<file path="src/rtl/mic1_mem_arbiter.sv">
// mic1_mem_arbiter: shares one memory port between the MIC-1 byte fetch port and word data port,
// alternating grants under contention and aborting with err when the memory never answers.
module mic1_mem_arbiter #(
  parameter int ADDR_W  = 32,
  parameter int TIMEOUT = 255
) (
  input  logic              clk,
  input  logic              reset,
  input  logic              f_req,
  input  logic [ADDR_W-1:0] f_addr,
  output logic              f_ack,
  output logic [7:0]        f_rdata,
  input  logic              d_req,
  input  logic              d_we,
  input  logic [ADDR_W-3:0] d_addr,
  input  logic [31:0]       d_wdata,
  output logic              d_ack,
  output logic [31:0]       d_rdata,
  output logic              err,
  output logic              m_valid,
  output logic              m_we,
  output logic [ADDR_W-3:0] m_addr,
  output logic [31:0]       m_wdata,
  input  logic [31:0]       m_rdata,
  input  logic              m_ready
);
  localparam int CW = $clog2(TIMEOUT + 1);
  typedef enum logic [1:0] {IDLE, BUSY_F, BUSY_D} state_t;
  state_t            state, state_n;
  logic              last_d, last_n, grant_f, expire;
  logic [CW-1:0]     cnt, cnt_n;
  logic [1:0]        lane, lane_n;
  logic              mv_n, we_n, fa_n, da_n, err_n;
  logic [ADDR_W-3:0] addr_n;
  logic [31:0]       wd_n, dr_n;
  logic [7:0]        fr_n;
  always_ff @(posedge clk or posedge reset) begin
    if (reset) begin
      state   <= IDLE;
      last_d  <= 1'b1;
      cnt     <= '0;
      lane    <= '0;
      m_valid <= 1'b0;
      m_we    <= 1'b0;
      m_addr  <= '0;
      m_wdata <= '0;
      f_ack   <= 1'b0;
      d_ack   <= 1'b0;
      err     <= 1'b0;
      f_rdata <= '0;
      d_rdata <= '0;
    end else begin
      state   <= state_n;
      last_d  <= last_n;
      cnt     <= cnt_n;
      lane    <= lane_n;
      m_valid <= mv_n;
      m_we    <= we_n;
      m_addr  <= addr_n;
      m_wdata <= wd_n;
      f_ack   <= fa_n;
      d_ack   <= da_n;
      err     <= err_n;
      f_rdata <= fr_n;
      d_rdata <= dr_n;
    end
  end
  // Under contention the port not served last time wins; lone requests win outright.
  always_comb begin
    state_n = state;
    last_n  = last_d;
    cnt_n   = cnt;
    lane_n  = lane;
    mv_n    = m_valid;
    we_n    = m_we;
    addr_n  = m_addr;
    wd_n    = m_wdata;
    fa_n    = 1'b0;
    da_n    = 1'b0;
    err_n   = 1'b0;
    fr_n    = f_rdata;
    dr_n    = d_rdata;
    grant_f = f_req && (!d_req || last_d);
    expire  = cnt >= CW'(TIMEOUT - 1);
    if (state == IDLE) begin
      if (f_req || d_req) begin
        state_n = grant_f ? BUSY_F : BUSY_D;
        last_n  = !grant_f;
        cnt_n   = '0;
        lane_n  = f_addr[1:0];
        mv_n    = 1'b1;
        we_n    = !grant_f && d_we;
        addr_n  = grant_f ? f_addr[ADDR_W-1:2] : d_addr;
        wd_n    = grant_f ? '0 : d_wdata;
      end
    end else if (m_ready || expire) begin
      state_n = IDLE;
      mv_n    = 1'b0;
      fa_n    = state == BUSY_F;
      da_n    = state == BUSY_D;
      err_n   = !m_ready;
      fr_n    = (m_ready && state == BUSY_F) ? m_rdata[8*(3-int'(lane)) +: 8] : f_rdata;
      dr_n    = (m_ready && state == BUSY_D && !m_we) ? m_rdata : d_rdata;
    end else begin
      cnt_n = (cnt == CW'(TIMEOUT)) ? cnt : cnt + 1'b1;
    end
  end
endmodule
</file>
<file path="config.mk">
export PLATFORM = sky130hd
export DESIGN_NAME = mic1_mem_arbiter
export DESIGN_NICKNAME = d
export VERILOG_FILES = /design/src/rtl/mic1_mem_arbiter.sv
export SDC_FILE = /design/constraint.sdc
export NUM_CORES = 1
export LEC_CHECK = 0
export CAP_MARGIN = 5
export CORE_ASPECT_RATIO = 1.5
export CORE_MARGIN = 5
export CORE_UTILIZATION = 35
export CTS_CLUSTER_SIZE = 14
export DETAILED_ROUTE_END_ITERATION = 7
export PLACE_DENSITY = 0.71
export SYNTH_ARGS = -nofsm -noshare
export SYNTH_HDL_FRONTEND = slang
export SYNTH_SLANG_ARGS = --single-unit
</file>
<file path="constraint.sdc">
create_clock -name clk -period 6.4 [get_ports clk]
set_input_delay 1.6 -clock clk [delete_from_list [all_inputs] [get_ports clk]]
set_output_delay 1.6 -clock clk [all_outputs]
set_load 0.05 [all_outputs]
</file>
### Yosys cells after proc, flatten, opt, wreduce, memory -nomap -nowiden

Index checks and enable logic that the tools add are counted.

| word-level totals | value |
|---|---|
| register bits after elaboration | 120 |
| latch bits | 0 |
| memory bits (writable) | 0 |
| bits in read-only memories | 0 |
| output and inout port bits | 107 |
| word-level logic and storage cells | 62 |
| memories kept | 0 |

| cells by class | value |
|---|---|
| $add $sub $neg | 2 |
| multiply operators | 0 |
| div/mod/pow operators | 0 |
| order comparisons | 1 |
| eq/ne operators | 6 |
| shift operators | 1 |
| mux-type cells | 19 |
| bitwise gates (word level) | 1 |
| reductions and logical operators | 19 |

Operators with widths:

| kind | number |
|---|---|
| 2-to-1 mux 32 bit | 1 |
| 2-to-1 mux 8 bit | 4 |
| indexed part select 32 x 6 -> 8 bit | 1 |
| 2-to-1 mux 30 bit | 1 |
| 2-to-1 mux 1 bit | 9 |
| AND reduction 3 bit | 3 |
| adder 8 x 1 -> 8 bit (second input constant) | 1 |
| == test 8 bit (second input constant) | 1 |
| >= comparator 8 bit (second input constant) | 1 |
| 2-to-1 mux 2 bit | 4 |
| logical AND 1 bit | 5 |
| logical NOT 1 bit | 4 |
| inequality test 2 bit (second input constant) | 2 |
| AND reduction 2 bit | 2 |
| logical OR 1 bit | 3 |
| subtractor 2 x 2 -> 3 bit (first input constant) | 1 |
| == test 2 x 1 -> 1 bit (second input constant) | 1 |
| == test 2 bit (second input constant) | 1 |
| logical NOT 2 bit | 1 |
| inequality test 2 x 1 -> 1 bit (second input constant) | 1 |
| nonzero test 2 bit | 1 |
| NOT 1 bit | 1 |

### Longest topological paths before layout

| logic depth | value |
|---|---|
| word-level depth | 6 |
| mapped depth | 7 |
| depth with buffers taken out | 6 |

### Least setup slack after synthesis

Ideal clock, no wire load.

| timing | value |
|---|---|
| kind | input to register |
| start point | in m_ready |
| end point | reg d_rdata[14] |
| setup time | 0.125 ns |
| data arrival time | 2.385 ns |
| required time | 6.275 ns |
| path slack | 3.891 ns |
| cell stages on the path | 4 |
| path buffers | 2 |
| cell sequence | and4bb_1 -> buf_2 -> buf_6 -> mux2_2 |

| on the way | value |
|---|---|
| cells in the longest elaborated chain, start to end | 3 |

RTL lines:

| element | RTL line | source |
|---|---|---|
| start: declaration | 25 | `input logic m_ready` |
| logical AND 1 bit (2 in a row) | 103 | `dr_n = (m_ready && state == BUSY_D && !m_we) ? m_rdata : d_rdata;` |
| AND reduction 3 bit (no source line) (*) | -- |  |
| end signal: assignment | 65 | `d_rdata <= dr_n;` |
| end: declaration | 18 | `output logic [31:0] d_rdata,` |

Mark *: on every way between the ends. The rest lies on a longest branch, timed or not.
A chain may end at the register's enable or synchronous reset.

### Final worst setup path

| timing | value |
|---|---|
| start point | reg m_we |
| end point | out m_we |

RTL lines:

| element | RTL line | source |
|---|---|---|
| start: declaration | 21 | `output logic m_we,` |
| start signal: assignment | 58 | `m_we <= we_n;` |

No word-level cell between the ends.

==> impl_metrics.py <==
metrics = {
    "worst_hold_path": {
        "min_delay_path_depth": 1,
        "hp-class": "reg2reg",
    },
    "synth": {
        "yosysWarnings": 0,
        "syn_nets": 481,
        "postSynthCellCount": 347,
        "synth_compound_area_share_pct": 15.3,
        "synth_edf_count": 0,
        "muxShareOfSynthArea_pct": 13.2,
        "synthSimpleGateAreaFrac_pct": 3.88,
        "ys_ff_latch": 120,
        "ys_async_sr_fraction_pct": 100,
        "synth-seq-area-share_pct": 60.8,
        "synth_common_cells": "dfrtp_1 (119), inv_1 (35), a22o_1 (33), mux2_2 (33), a222oi_1 (30)",
        "yosysUniqueCellTypes": 39,
        "avgSynthCellArea_sq_um": 14.2,
        "netlist_area_sq_um": 4940,
        "synth_xor_area_share_pct": 0,
        "yosysMostFrequentCell": "dfrtp_1",
        "synth_top_family_by_area": "compound AO/OA/AOI/OAI gates",
        "yosys.area.top_type": "dfrtp_1",
        "synth_ff_type": "dfrtp_1",
        "synth.top_cells.by_area": "dfrtp_1 (60%), mux2_2 (7.5%), a222oi_1 (6.1%), a22o_1 (5.9%), mux4_2 (3.6%)",
        "yosysTopAreaCellShare_pct": 60.3,
        "synthAdderAreaFrac_pct": 0.507,
    },
    "job": {
        "cap_viol_max_count": 0,
    },
    "power_and_ir_drop": {
        "p_leak_nw": 3.48,
        "p_per_area_nw_per_um2": 640,
        "vdd_drop_max_v": 0.000291,
        "p_seq_share_pct": 27.1,
        "pwr-share-clk_pct": 19.3,
        "power.internal_w": 0.00280,
        "switching_share_pct": 45.3,
        "power.total_w": 0.00512,
        "netSwitchingPower_w": 0.00232,
        "combPwrFrac_pct": 53.6,
    },
    "global_routing": {
        "antenna_found_initial": 0,
        "grt_first_pass_wirelength_mm": 22.7,
        "grt_pass1_vias": 4335,
        "grt_use_total_pct": 17.6,
        "grt.overflow.total": 0,
        "grt_max_degree": 78,
    },
    "critical_path": {
        "cp_slowest_cell": "clkdlybuf4s50_1",
        "critPathBufInv": 1,
        "critPathLaunchType": "flip-flop",
        "reg2reg_from": "state[0]$_DFFE_PP0P_",
        "cp.arrival_ns": 1.65,
        "crit_chain": "clkdlybuf4s50_1",
        "cp-end-kind": "output port",
        "reg2reg_depth": 3,
        "crit_family": "buffers and inverters",
        "required_ns": 4.80,
        "worstSetupStartpoint": "m_we$_DFFE_PP0P_",
        "worstSetupPathType": "reg2out",
        "slowest_delay_ns": 0.86,
        "cp-endpoint": "m_we",
        "ff2ff_setup_slack_ns": 4.27,
        "path_max_fanout": 3,
        "reg2reg_to": "m_wdata[13]$_DFFE_PP0P_",
        "crit_cells": 1,
    },
    "floorplanning": {
        "core_area_sq_um": 13900,
        "die_w_microns": 107,
        "die-area_sq_um": 16600,
        "io_pins": 239,
        "die_h_microns": 155,
        "start_util_pct": 35.5,
        "rows": 53,
    },
    "clock_tree": {
        "clock_path_buffers": 2,
        "clk_pin_slew_worst_paths_ns": 0.05,
        "cts-root-buf": "clkbuf_16",
        "numCtsBuffers": 17,
        "ctsResizeCount": 0,
        "cts-htree-levels": 4,
        "postCtsSetupBuffers": 0,
        "worstSkewPairLatency_ns": 0.40,
        "cts_tree": "yes",
        "postCtsHoldBufs": 0,
        "clkSinkCount": 120,
    },
    "route": {
        "routedWlPerCell_microns": 19.2,
        "via_per_inst": 5.15,
        "drt-initial-drc-count": 213,
        "postRouteAntennaNets": 0,
        "drt_pass1_iterations": 6,
        "vias": 3908,
        "drc_errors": 0,
        "finalWirelength_mm": 14.6,
    },
    "final_layout": {
        "n_fill_cell": 1156,
        "fin_cells": 759,
        "final_nets": 716,
        "n_antenna_cell": 0,
        "final_util_pct": 57.5,
        "areaGrowthSynthToFinish_pct": 62.2,
        "fin_area_sq_um": 8010,
        "drive_gt1_share_pct": 14.1,
    },
    "timing": {
        "tightestPinTransition_ns": 1.18,
        "fin_tns_setup_ns": 0,
        "min_period_over_period_pct": 50.7,
        "finalHoldViolCount": 0,
        "fin_skew_ns": 0.0107,
        "max_freq_ghz": 0.308,
        "rsz0062_at_grt": "no",
        "final_max_slew_viol_count": 0,
        "slew_headroom_pct": 21.0,
        "period_minus_slack_ns": 3.25,
        "setup_viol_count_final": 0,
    },
    "place": {
        "place_area_sq_um": 7390,
        "dp.cells": 728,
        "io_buffer_count": 238,
        "hpwl_mm": 11.0,
        "gp_congestion": 0.766,
    },
    "outcome": {
        "status": "complete, no violations",
    },
}
==> power by group through the flow <==
stage	Clock [W]	Sequential, W	Combinational [W]
finish	0.000989	0.00139	0.00275
global route	0.00105	0.00143	0.00288
CTS	0.00102	0.00139	0.00278
detailed placement	0	0.00139	0.00277
global placement	0	0.00138	0.00273
floorplan	0	0.00248	0.000752
==> flip-flops by register name, summed over array words and instances (netlist names), 2 cells and up <==
register	flops
m_wdata	32
lane	2
f_rdata	8
state	2
m_addr	30
d_rdata	32
cnt	8
==> per-layer routing <==
| layer | GRT usage, % | up-vias | routed length [microns] |
|---|---|---|---|
| met5 | 0 | - | 0 |
| met4 | 7.50 | 0 | 367 |
| met3 | 7.22 | 26 | 1300 |
| met2 | 30.8 | 175 | 7840 |
| met1 | 18.6 | 1933 | 5090 |
| li1 | - | 1774 | - |
==> through the flow <==
stage	setup WS, ns	hold slack, ns
after global routing	3.02	0.504
after CTS	3.13	0.486
after detailed placement	2.75	0.475
after global placement	2.81	0.470
final	3.15	0.485
after floorplan	1.62	0.464
==> logic make-up (layout without fill, tap and decap cells) <==
logic type | Yosys count | in the layout
AO/OA/AOI/OAI | 82 | 82
buffers and inverters | 61 | 308
multiplexers | 50 | 50
AND/OR/NAND/NOR | 32 | 32
flip-flops | 120 | 120
adder cells (fa/ha/maj) | 2 | 2
==> cells in the final DEF (no fill, tap or decap), types with 4 or more instances in the layout <==
master,instances
a222oi_1,30
a22o_1,33
buf_4,4
bufinv_16,4
clkbuf_16,17
clkdlybuf4s50_1,238
dfrtp_1,119
inv_1,34
mux2_1,9
mux2_2,33
mux4_2,8
nand2_1,6
nand3_1,9
==> worst min path at each step <==
stage / from / endpoint / slack [ns]
global route: d_rdata[26]$_DFFE_PP0P_ / d_rdata[26]$_DFFE_PP0P_ / 0.50
global placement: d_rdata[25]$_DFFE_PP0P_ / d_rdata[25]$_DFFE_PP0P_ / 0.47
finish: d_rdata[25]$_DFFE_PP0P_ / d_rdata[25]$_DFFE_PP0P_ / 0.49
detailed placement: d_rdata[25]$_DFFE_PP0P_ / d_rdata[25]$_DFFE_PP0P_ / 0.47
CTS: d_rdata[25]$_DFFE_PP0P_ / d_rdata[25]$_DFFE_PP0P_ / 0.49
floorplan: cnt[7]$_DFFE_PP0P_ / cnt[7]$_DFFE_PP0P_ / 0.46
==> worst register-to-register path, cell delays in order (launching register included) <==
cell and delay, ns:
dfrtp_1 0.53, nor2_8 0.22, and3_2 0.98, a22o_1 0.32
==> final cells by class <==
cell class / instances / area (sq um) / share of cell area (%)
clock inverters: 12 / 176 / 2.20
well taps: 165 / 206 / 2.58
repair buffers: 242 / 2410 / 30.1
multi-input cells: 166 / 1630 / 20.4
flip-flops and latches: 120 / 3000 / 37.5
clock buffers: 19 / 443 / 5.53
inverters: 35 / 134 / 1.67
No activity file was read; power rests on OpenSTA's default activity.
